===== src/rtl/complex_cycle_gen_pkg.sv =====
// Shared constants, state type and elaboration-time phasor math for complex_cycle_gen.
package complex_cycle_gen_pkg;

    localparam int  N_POINTS_DEF = 24;
    localparam int  DATA_W_DEF   = 16;
    localparam int  LEN_W_DEF    = 8;
    localparam real PI_R         = 3.141592653589793;

    typedef enum logic {
        ST_IDLE = 1'b0,
        ST_RUN  = 1'b1
    } state_t;

    // Largest positive code; the most negative code is never produced.
    function automatic int q_scale(int dw);
        return (1 << (dw - 1)) - 1;
    endfunction

    localparam int Q_SCALE_DEF = (1 << (DATA_W_DEF - 1)) - 1;

    // Taylor series on an angle folded into [-pi, pi]; rounds half away from zero.
    function automatic int phasor_code(int k, int n, int amp, bit is_sin);
        real x;
        real term;
        real sum;
        real v;
        x = 2.0 * PI_R * real'(k) / real'(n);
        if (x > PI_R) x = x - 2.0 * PI_R;
        term = is_sin ? x : 1.0;
        sum  = term;
        for (int i = 1; i <= 12; i++) begin
            if (is_sin) term = -term * x * x / real'((2 * i) * (2 * i + 1));
            else        term = -term * x * x / real'((2 * i - 1) * (2 * i));
            sum = sum + term;
        end
        v = sum * real'(amp);
        return (v >= 0.0) ? $rtoi(v + 0.5 + 1.0e-6) : -$rtoi(-v + 0.5 + 1.0e-6);
    endfunction

endpackage


===== src/rtl/complex_cycle_rom.sv =====
// Combinational unit-circle LUT: index -> (cos, sin) scaled to signed DATA_W, built at elaboration.
module complex_cycle_rom
    import complex_cycle_gen_pkg::*;
#(
    parameter int N_POINTS = N_POINTS_DEF,
    parameter int DATA_W   = DATA_W_DEF,
    parameter int IDX_W    = $clog2(N_POINTS)
) (
    input  logic [IDX_W-1:0]         idx,
    output logic signed [DATA_W-1:0] re,
    output logic signed [DATA_W-1:0] im
);

    localparam int DEPTH = 2 ** IDX_W;

    logic signed [DATA_W-1:0] re_tab [DEPTH];
    logic signed [DATA_W-1:0] im_tab [DEPTH];

    // Unused slots above N_POINTS read as zero; the index never reaches them.
    for (genvar k = 0; k < DEPTH; k++) begin : g_tab
        if (k < N_POINTS) begin : g_pt
            localparam int RE_V = phasor_code(k, N_POINTS, q_scale(DATA_W), 1'b0);
            localparam int IM_V = phasor_code(k, N_POINTS, q_scale(DATA_W), 1'b1);
            assign re_tab[k] = DATA_W'(RE_V);
            assign im_tab[k] = DATA_W'(IM_V);
        end else begin : g_pad
            assign re_tab[k] = '0;
            assign im_tab[k] = '0;
        end
    end

    assign re = re_tab[idx];
    assign im = im_tab[idx];

endmodule


===== src/rtl/complex_cycle_gen.sv =====
// Sequenced phasor stream generator with valid/ready output.
// Optional macro COMPLEX_CYCLE_GEN_CONJ_EN adds i_conj for negative rotation.
//
// state   | meaning
// IDLE    | waiting for i_start with nonzero length
// RUN     | streaming samples, o_valid high until the last one transfers
module complex_cycle_gen
    import complex_cycle_gen_pkg::*;
#(
    parameter int N_POINTS = N_POINTS_DEF,
    parameter int DATA_W   = DATA_W_DEF,
    parameter int LEN_W    = LEN_W_DEF,
    parameter int IDX_W    = $clog2(N_POINTS)
) (
    input  logic                     i_clk,
    input  logic                     i_rst,
    input  logic                     i_start,
    input  logic [IDX_W-1:0]         i_init_index,
    input  logic [IDX_W-1:0]         i_step,
    input  logic [LEN_W-1:0]         i_length,
`ifdef COMPLEX_CYCLE_GEN_CONJ_EN
    input  logic                     i_conj,
`endif
    input  logic                     i_ready,
    output logic                     o_valid,
    output logic signed [DATA_W-1:0] o_re,
    output logic signed [DATA_W-1:0] o_im,
    output logic                     o_last,
    output logic                     o_busy,
    output logic                     o_done
);

    localparam logic [IDX_W:0] N_EXT = (IDX_W + 1)'(N_POINTS);

    // Operands are always < 2N, so one conditional subtract suffices.
    function automatic logic [IDX_W-1:0] wrap_idx(logic [IDX_W:0] v);
        return (v >= N_EXT) ? IDX_W'(v - N_EXT) : v[IDX_W-1:0];
    endfunction

    state_t                   state, state_nxt;
    logic [IDX_W-1:0]         idx, idx_nxt, step_q;
    logic [LEN_W-1:0]         remain;
    logic                     valid, done;
    logic signed [DATA_W-1:0] re_q, im_q, rom_re, rom_im, im_sel;
    logic                     start_ok, xfer, final_xfer;

    assign start_ok   = (state == ST_IDLE) && i_start && (i_length != '0);
    assign xfer       = valid && i_ready;
    assign final_xfer = xfer && (remain == LEN_W'(1));

    always_comb begin
        idx_nxt = idx;
        if (start_ok)
            idx_nxt = wrap_idx({1'b0, i_init_index});
        else if (xfer && !final_xfer)
            idx_nxt = wrap_idx({1'b0, idx} + {1'b0, step_q});
    end

    complex_cycle_rom #(
        .N_POINTS (N_POINTS),
        .DATA_W   (DATA_W),
        .IDX_W    (IDX_W)
    ) u_rom (
        .idx (idx_nxt),
        .re  (rom_re),
        .im  (rom_im)
    );

`ifdef COMPLEX_CYCLE_GEN_CONJ_EN
    logic conj_q;
    logic conj_sel;
    assign conj_sel = start_ok ? i_conj : conj_q;
    assign im_sel   = conj_sel ? -rom_im : rom_im;
`else
    assign im_sel   = rom_im;
`endif

    always_ff @(posedge i_clk) begin
        if (i_rst) state <= ST_IDLE;
        else       state <= state_nxt;
    end

    always_comb begin
        state_nxt = state;
        case (state)
            ST_IDLE: if (start_ok)   state_nxt = ST_RUN;
            ST_RUN:  if (final_xfer) state_nxt = ST_IDLE;
            default: state_nxt = ST_IDLE;
        endcase
    end

    always_comb begin
        o_busy = (state == ST_RUN);
        o_last = valid && (remain == LEN_W'(1));
    end

    always_ff @(posedge i_clk) begin
        if (i_rst) begin
            idx    <= '0;
            step_q <= '0;
            remain <= '0;
            valid  <= 1'b0;
            done   <= 1'b0;
            re_q   <= '0;
            im_q   <= '0;
`ifdef COMPLEX_CYCLE_GEN_CONJ_EN
            conj_q <= 1'b0;
`endif
        end else begin
            done <= 1'b0;
            if (start_ok) begin
                step_q <= wrap_idx({1'b0, i_step});
                remain <= i_length;
                idx    <= idx_nxt;
                re_q   <= rom_re;
                im_q   <= im_sel;
                valid  <= 1'b1;
`ifdef COMPLEX_CYCLE_GEN_CONJ_EN
                conj_q <= i_conj;
`endif
            end else if (final_xfer) begin
                remain <= '0;
                valid  <= 1'b0;
                done   <= 1'b1;
            end else if (xfer) begin
                idx    <= idx_nxt;
                re_q   <= rom_re;
                im_q   <= im_sel;
                remain <= remain - LEN_W'(1);
            end
        end
    end

    assign o_valid = valid;
    assign o_done  = done;
    assign o_re    = re_q;
    assign o_im    = im_q;

endmodule


===== config.mk =====
export PLATFORM = sky130hd
export DESIGN_NAME = complex_cycle_gen
export DESIGN_NICKNAME = d
export VERILOG_FILES = /design/src/rtl/complex_cycle_gen_pkg.sv /design/src/rtl/complex_cycle_rom.sv /design/src/rtl/complex_cycle_gen.sv
export SDC_FILE = /design/constraint.sdc
export NUM_CORES = 1
export LEC_CHECK = 0
export CAP_MARGIN = 10
export CELL_PAD_IN_SITES_DETAIL_PLACEMENT = 0
export CELL_PAD_IN_SITES_GLOBAL_PLACEMENT = 2
export CORE_MARGIN = 3
export CORE_UTILIZATION = 27
export CTS_CLUSTER_DIAMETER = 150
export DETAILED_ROUTE_END_ITERATION = 10
export GPL_TIMING_DRIVEN = 0
export PLACE_DENSITY_LB_ADDON = 0.15
export SYNTH_ARGS = -nofsm -noshare
export SYNTH_HDL_FRONTEND = slang
export SYNTH_SLANG_ARGS = --single-unit

===== constraint.sdc =====
create_clock -name i_clk -period 3.36 [get_ports i_clk]
set_input_delay 0.672 -clock i_clk [delete_from_list [all_inputs] [get_ports i_clk]]
set_output_delay 0.672 -clock i_clk [all_outputs]
set_load 0.02 [all_outputs]

## Word level (Yosys, flattened, before mapping)

Memories as Yosys holds them, arrays and structs flattened.
Index checks and enable logic that the tools add are counted.

- Register bits: 53
- Bits in read-only memories: 1,024
- Input port bits: 22
- Output and inout bits: 36
- Word-level logic and storage cells: 63
- Memories kept: 2

Memories:

| memory | depth | bits a word | read ports | clocked after Yosys merged registers in | write ports | RTL line | source |
|---|---|---|---|---|---|---|---|
| (name not given) | 32 | 16 | 1 | 0 | 0 | complex_cycle_rom.sv:33 | `assign im = im_tab[idx];` |
| (name not given) | 32 | 16 | 1 | 0 | 0 | complex_cycle_rom.sv:32 | `assign re = re_tab[idx];` |

- $add $sub $neg: 5
- Order comparisons: 4
- Equal/unequal tests: 2
- Muxes and demuxes: 27
- Bitwise operators: 2
- Reductions and logical operators: 13

Operators with widths:

| operator | count |
|---|---|
| $mux W16 | 10 |
| $mux W5 | 8 |
| $mux W8 | 3 |
| $sub A5 B5 Y5 const B | 3 |
| $ge A5 B5 Y1 const B | 2 |
| $eq A8 B1 Y1 const B | 1 |
| $reduce_bool A8 Y1 | 1 |
| $sub A8 B1 Y8 const B | 1 |
| $add A5 B5 Y6 | 1 |
| $ge A6 B5 Y1 const B | 1 |
| $ge A6 B6 Y1 const B | 1 |
| $logic_and A1 B1 Y1 | 6 |
| $not A5 Y6 | 1 |
| $mux W1 | 5 |
| $reduce_bool A2 Y1 | 2 |
| $reduce_bool A3 Y1 | 1 |
| $ne A2 B2 Y1 const B | 1 |
| $pmux W1 S2 | 1 |
| $reduce_and A2 Y1 | 1 |
| $reduce_or A2 Y1 | 1 |
| $logic_not A1 Y1 | 1 |
| $not A1 Y1 | 1 |

## Depth between registers and ports, before layout

Gate-level depths: netlist of run 1.

- Depth after elaboration: 13
- Depth in mapped cells: 15
- Depth with buffers taken out: 13

## Hierarchy

A second synthesis of run 1 with hierarchy kept.

- Cell total of the unflattened synthesis: 445
- Area total of the unflattened synthesis: 3,452.1 um2

Modules (own cells, without submodules):

| module | instances | cells each | area an instance (um2) | sequential area each (um2) |
|---|---|---|---|---|
| complex_cycle_gen | 1 | 315 | 2,534.9 | 1,061.0 |
| complex_cycle_rom | 1 | 130 | 917.1 | 0.0 |

## Least setup slack after synthesis of run 1

Ideal clock, no wire load.

- Path type: input port to flip-flop
- From: input port i_length[4]
- To: register re_q[10], in the netlist o_re[10]
- Library setup time: 0.132 ns
- Arrival: 3.130 ns
- Required time: 3.228 ns
- Setup slack: 0.098 ns
- Stages: 10
- Buffers on the path: 2
- Cells stage by stage: or4_4 -> o21ai_2 -> buf_4 -> a21o_2 -> clkinv_1 -> ha_1 -> clkbuf_1 -> a221o_1 -> a221oi_2 -> nor3_1

- Longest elaborated chain between the ends: 10
- Elaborated cells on any way between the ends: 13
- Classes of those cells: eq/ne (1); mux (6); bitwise (1); reduce/logical (4); memory (1)

Ends and longest elaborated chain:

| element | RTL line | source |
|---|---|---|
| start: declaration | complex_cycle_gen.sv:20 | `input logic [LEN_W-1:0] i_length,` |
| $reduce_bool A8 Y1 (*) | complex_cycle_gen.sv:47 | `assign start_ok = (state == ST_IDLE) && i_start && (i_length != '0);` |
| $logic_and A1 B1 Y1 (*) | complex_cycle_gen.sv:47 |  |
| $mux W5 (*) | complex_cycle_gen.sv:53 | `if (start_ok)` |
| via idx_nxt[1] | complex_cycle_gen.sv:41 | `logic [IDX_W-1:0] idx, idx_nxt, step_q;` |
| $not A5 Y6 (not written as such) (*) | complex_cycle_rom.sv:32 |  |
| $mem_v2 Z32 W16 (*) | n/a |  |
| $mux W16 (not written as such) (*) (2 in a row) | complex_cycle_rom.sv:32 |  |
| $mux W16 | complex_cycle_gen.sv:125 | `end else if (xfer) begin` |
| $mux W16 | complex_cycle_gen.sv:121 | `end else if (final_xfer) begin` |
| $mux W16 (*) | complex_cycle_gen.sv:111 | `if (start_ok) begin` |
| end signal: assignment | complex_cycle_gen.sv:115 | `re_q <= rom_re;` |
| end signal: assignment | complex_cycle_gen.sv:127 | `re_q <= rom_re;` |
| end: declaration | complex_cycle_gen.sv:44 | `logic signed [DATA_W-1:0] re_q, im_q, rom_re, rom_im, im_sel;` |

The timed path passes the listed nets; every way through them passes the cells marked *. The select of a mux whose other input is x is not followed.
A chain may end at the register's enable or synchronous reset.

## Worst setup path after layout of run 1

- From: input port i_length[4]
- To: register re_q[10], in the netlist o_re[10]

- Longest elaborated chain between the ends: 10
- Elaborated cells on any way between the ends: 13
- Classes of those cells: eq/ne (1); mux (6); bitwise (1); reduce/logical (4); memory (1)

Ends and longest elaborated chain:

| element | RTL line |
|---|---|
| $reduce_bool A8 Y1 (*) | complex_cycle_gen.sv:47 |
| $logic_and A1 B1 Y1 (*) | complex_cycle_gen.sv:47 |
| $mux W5 | complex_cycle_gen.sv:53 |
| $not A5 Y6 (not written as such) | complex_cycle_rom.sv:32 |
| $mem_v2 Z32 W16 | n/a |
| $mux W16 (not written as such) (2 in a row) | complex_cycle_rom.sv:32 |
| $mux W16 | complex_cycle_gen.sv:125 |
| $mux W16 | complex_cycle_gen.sv:121 |
| $mux W16 | complex_cycle_gen.sv:111 |

Every way passes the cells marked *; elsewhere a longest branch is shown, timed or not. The select of a mux whose other input is x is not followed.

==> reports/results.ini, run 1 <==
[synthesis]
synthMuxAreaShare_pct=2.82
synth_cell_types=65
synth_area_leaders=dfxtp_1 28%, ha_1 6.1%, a21oi_1 5.5%, nor2_1 5.5%, nand2_1 5.2%
synthCells=372
synth.avg_cell_area_um2=7.76
ys_dominant_reg_cell=dfxtp_1
ys_seq_elements=41
synth_top_area_share_pct=28.4
synth_compound_area_share_pct=29.4
synth_adder_area_share_pct=6.76
synth_edf_count=0
ys_seq_area_share_pct=28.4
async_reset_ff_share_pct=0
synth_top_area_cell=dfxtp_1
syn_nets=409
synth_top_family_by_area=compound AO/OA/AOI/OAI gates
synth_simple_gate_area_share_pct=22.7
netlist_area_mm2=0.00289
yosys_warnings=0
synthXorXnorAreaFrac_pct=0.607

[sta]
fin_crit_ns=3.26
hold_viol=0
worst_slew_pin_slew_ns=0.742
max_freq_mhz=307
relSlewSlack_pct=50.5
setup_viol=0
drv_slew=0
post-route-period-util_pct=97.0
tns_ns=0
rsz0062_at_grt=true
fin_skew_ns=0.00997

[drt]
drt_wl_total_um=9780
drcViolationCount=0
ant_nets=0
vias=2978
drtIter0Drc=178
wl_per_cell_um=17.0
dr.pass1.iters=4
viasPerCell=5.18

[worst_setup_path]
r2r_slack_ns=0.23
cpLargestDelayFamily=compound AO/OA/AOI/OAI gates
crit_path_end_kind=flop
crit_buf_inv=2
path_cells=clkdlybuf4s50_1, or4_4, o21a_1, buf_2, o31ai_4, a31o_4, nor2_1, a221o_1, a221oi_2, nor3_1
r2r-start=idx[0]$_SDFFE_PP0P_
crit_type=in -> reg
cp.arrival_ns=3.43
r2r_end=o_im[14]$_SDFFE_PP0P_
critPathRequiredTime_ns=3.53
start_kind=input port
cp_max_fo=8
max_stage_delay_ns=0.59
cp_num_cells=10
rr_worst_depth=12
slowest_stage=or4_4

[clock_network]
cts_buffer_depth=2
cts_sinks=41
root_buffer=clkbuf_8
htreeDepth=2
clock_latency_ns=0.30
clkTransAtPathRegs_ns=0.08
cts_tree=done
numCtsBuffers=5

[floorplan]
die_w_um=109
core_mm2=0.0104
die_area_mm2=0.0120
ios=58
start_util_pct=27.8
rows=37
dieHeight_um=109

[global_route]
grt_pass1_vias=2900
antenna_found_initial=0
gr-usage-all-layers_pct=16.5
grt_pass1_wl_um=15600
grt_max_degree=14
grt_overflow=0

[hold_path]
holdCritPathClass=reg -> reg
whs_endpoint=step_q[3]$_SDFFE_PP0P_
min_from=step_q[3]$_SDFFE_PP0P_
min_delay_path_depth=2

[placed_design]
place_hpwl_um=7180
io_buffers=56
gp_congestion=0.872

[final_layout]
area_growth_pct=33.6
nNetsFinal=475
num-fill-cells=1114
final_cell_mix=56 x clkdlybuf4s50_1, 41 x nor2_1, 41 x dfxtp_1, 40 x nand2_1, 29 x a21oi_1
final_layout_size_suffix_gt1_share_pct=15.0
antennaDiodeCount=0
layout_commonest_cell=clkdlybuf4s50_1

[power]
power.total_mw=1.68
p_per_area_mw_per_mm2=435
total_leakage_power_nw=1.41
ir_worst_vdd_uv=182

[flow_run]
cap_viol_max_count=0

[outcome]
status=completed

-- flip-flops by register name, summed over array words and instances (netlist names) --
signal and cells:
o_im 10, o_re 10, remain 8, idx 5, step_q 5, o_busy 1, o_done 1, o_valid 1
-- worst register-to-register path, stage by stage (launching register included) --
cell	delay, ns
dfxtp_1	0.32
ha_1	0.24
fa_1	0.43
a21o_1	0.25
a2111oi_1	0.43
o22ai_1	0.18
nand4_1	0.12
buf_4	0.14
nand2_4	0.11
nor2_4	0.24
buf_4	0.24
nand3_1	0.09
a311oi_1	0.26
-- power by group --
| part | switching [mW] | total (mW) | leakage (nW) | internal, mW |
|---|---|---|---|---|
| combinational | 0.414 | 0.723 | 1.02 | 0.309 |
| sequential | 0.0398 | 0.577 | 0.338 | 0.537 |
| clock | 0.191 | 0.378 | 0.0542 | 0.186 |
-- layer usage --
metal	share of wire (%)	vias up	track usage, %
met5	0	-	0
met4	0.89	0	4.01
met3	3.9	9	2.35
met2	43	73	25.1
met1	52	1405	24.5
li1	-	1491	-
-- timing repair --
action / CTS / global route
resized for setup: 10 / 16
hold buffers: 0 / 0
pin swaps: 0 / 5
setup endpoints to repair: 18 / 17
setup buffers: 0 / 5
hold endpoints to repair: 0 / 0
-- through the flow --
| stage | util, % | std cells | worst slack [ns] | instance area (um^2) | hold slack [ns] |
|---|---|---|---|---|---|
| 6_report | 37.2 | 575 | 0.101 | 3860 | 0.462 |
| 5_1_grt | 37.2 | 575 | -0.0361 | 3860 | 0.495 |
| 4_1_cts | 36.2 | 570 | 0.00835 | 3760 | 0.464 |
| 3_5_place_dp | 34.9 | 564 | -0.977 | 3620 | 0.452 |
| 3_3_place_gp | 34.9 | 564 | -1.04 | 3620 | 0.454 |
| 2_1_floorplan | - | 372 | 0.0980 | 2890 | 0.436 |
-- synth_stat cells, types with 7 or more instances --
master,number
buf_4,15
a211oi_1,11
inv_1,11
ha_1,14
nor3_1,16
nor2_1,42
clkbuf_1,15
a21oi_1,32
mux2i_1,7
nand3_1,9
buf_2,7
o21ai_0,15
nand2_1,40
dfxtp_1,41
-- worst max path at each step --
stage,from,endpoint
after floorplan,i_length[4],o_re[10]$_SDFFE_PP0P_
after global routing,i_length[0],o_im[13]$_SDFFE_PP0P_
final,i_length[4],o_re[10]$_SDFFE_PP0P_
after global placement,i_length[5],o_im[12]$_SDFFE_PP0P_
after CTS,i_length[4],o_im[15]$_SDFFE_PP0P_
after detailed placement,i_length[4],o_im[12]$_SDFFE_PP0P_
-- logic make-up after synthesis --
logic type,Yosys count
xor+xnor,2
buf+inv,52
flops,41
mux,8
fa+ha+maj,15
simple gates,135
compound gates,119
-- layout make-up --
class / instances / area (um^2) / share of cell area, %
Timing Repair Buffer: 61 / 598 / 15.5
Tap cell: 136 / 170 / 4.41
Clock inverter: 1 / 5.00 / 0.130
Sequential cell: 41 / 821 / 21.3
Clock buffer: 7 / 96.3 / 2.50
Multi-Input combinational cell: 279 / 1890 / 49.0
Buffer: 37 / 220 / 5.71
Inverter: 13 / 56.3 / 1.46
Power figures use the tool's default switching activity.
==> inputs of run 2 (changes only) <==
- CAP_MARGIN: 10 -> 20
- CTS_CLUSTER_SIZE: unset -> 24
- HOLD_SLACK_MARGIN: unset -> 0.03
==> results of run 2 <==
The final DEF is identical to that of run 1; final timing and power are the same.
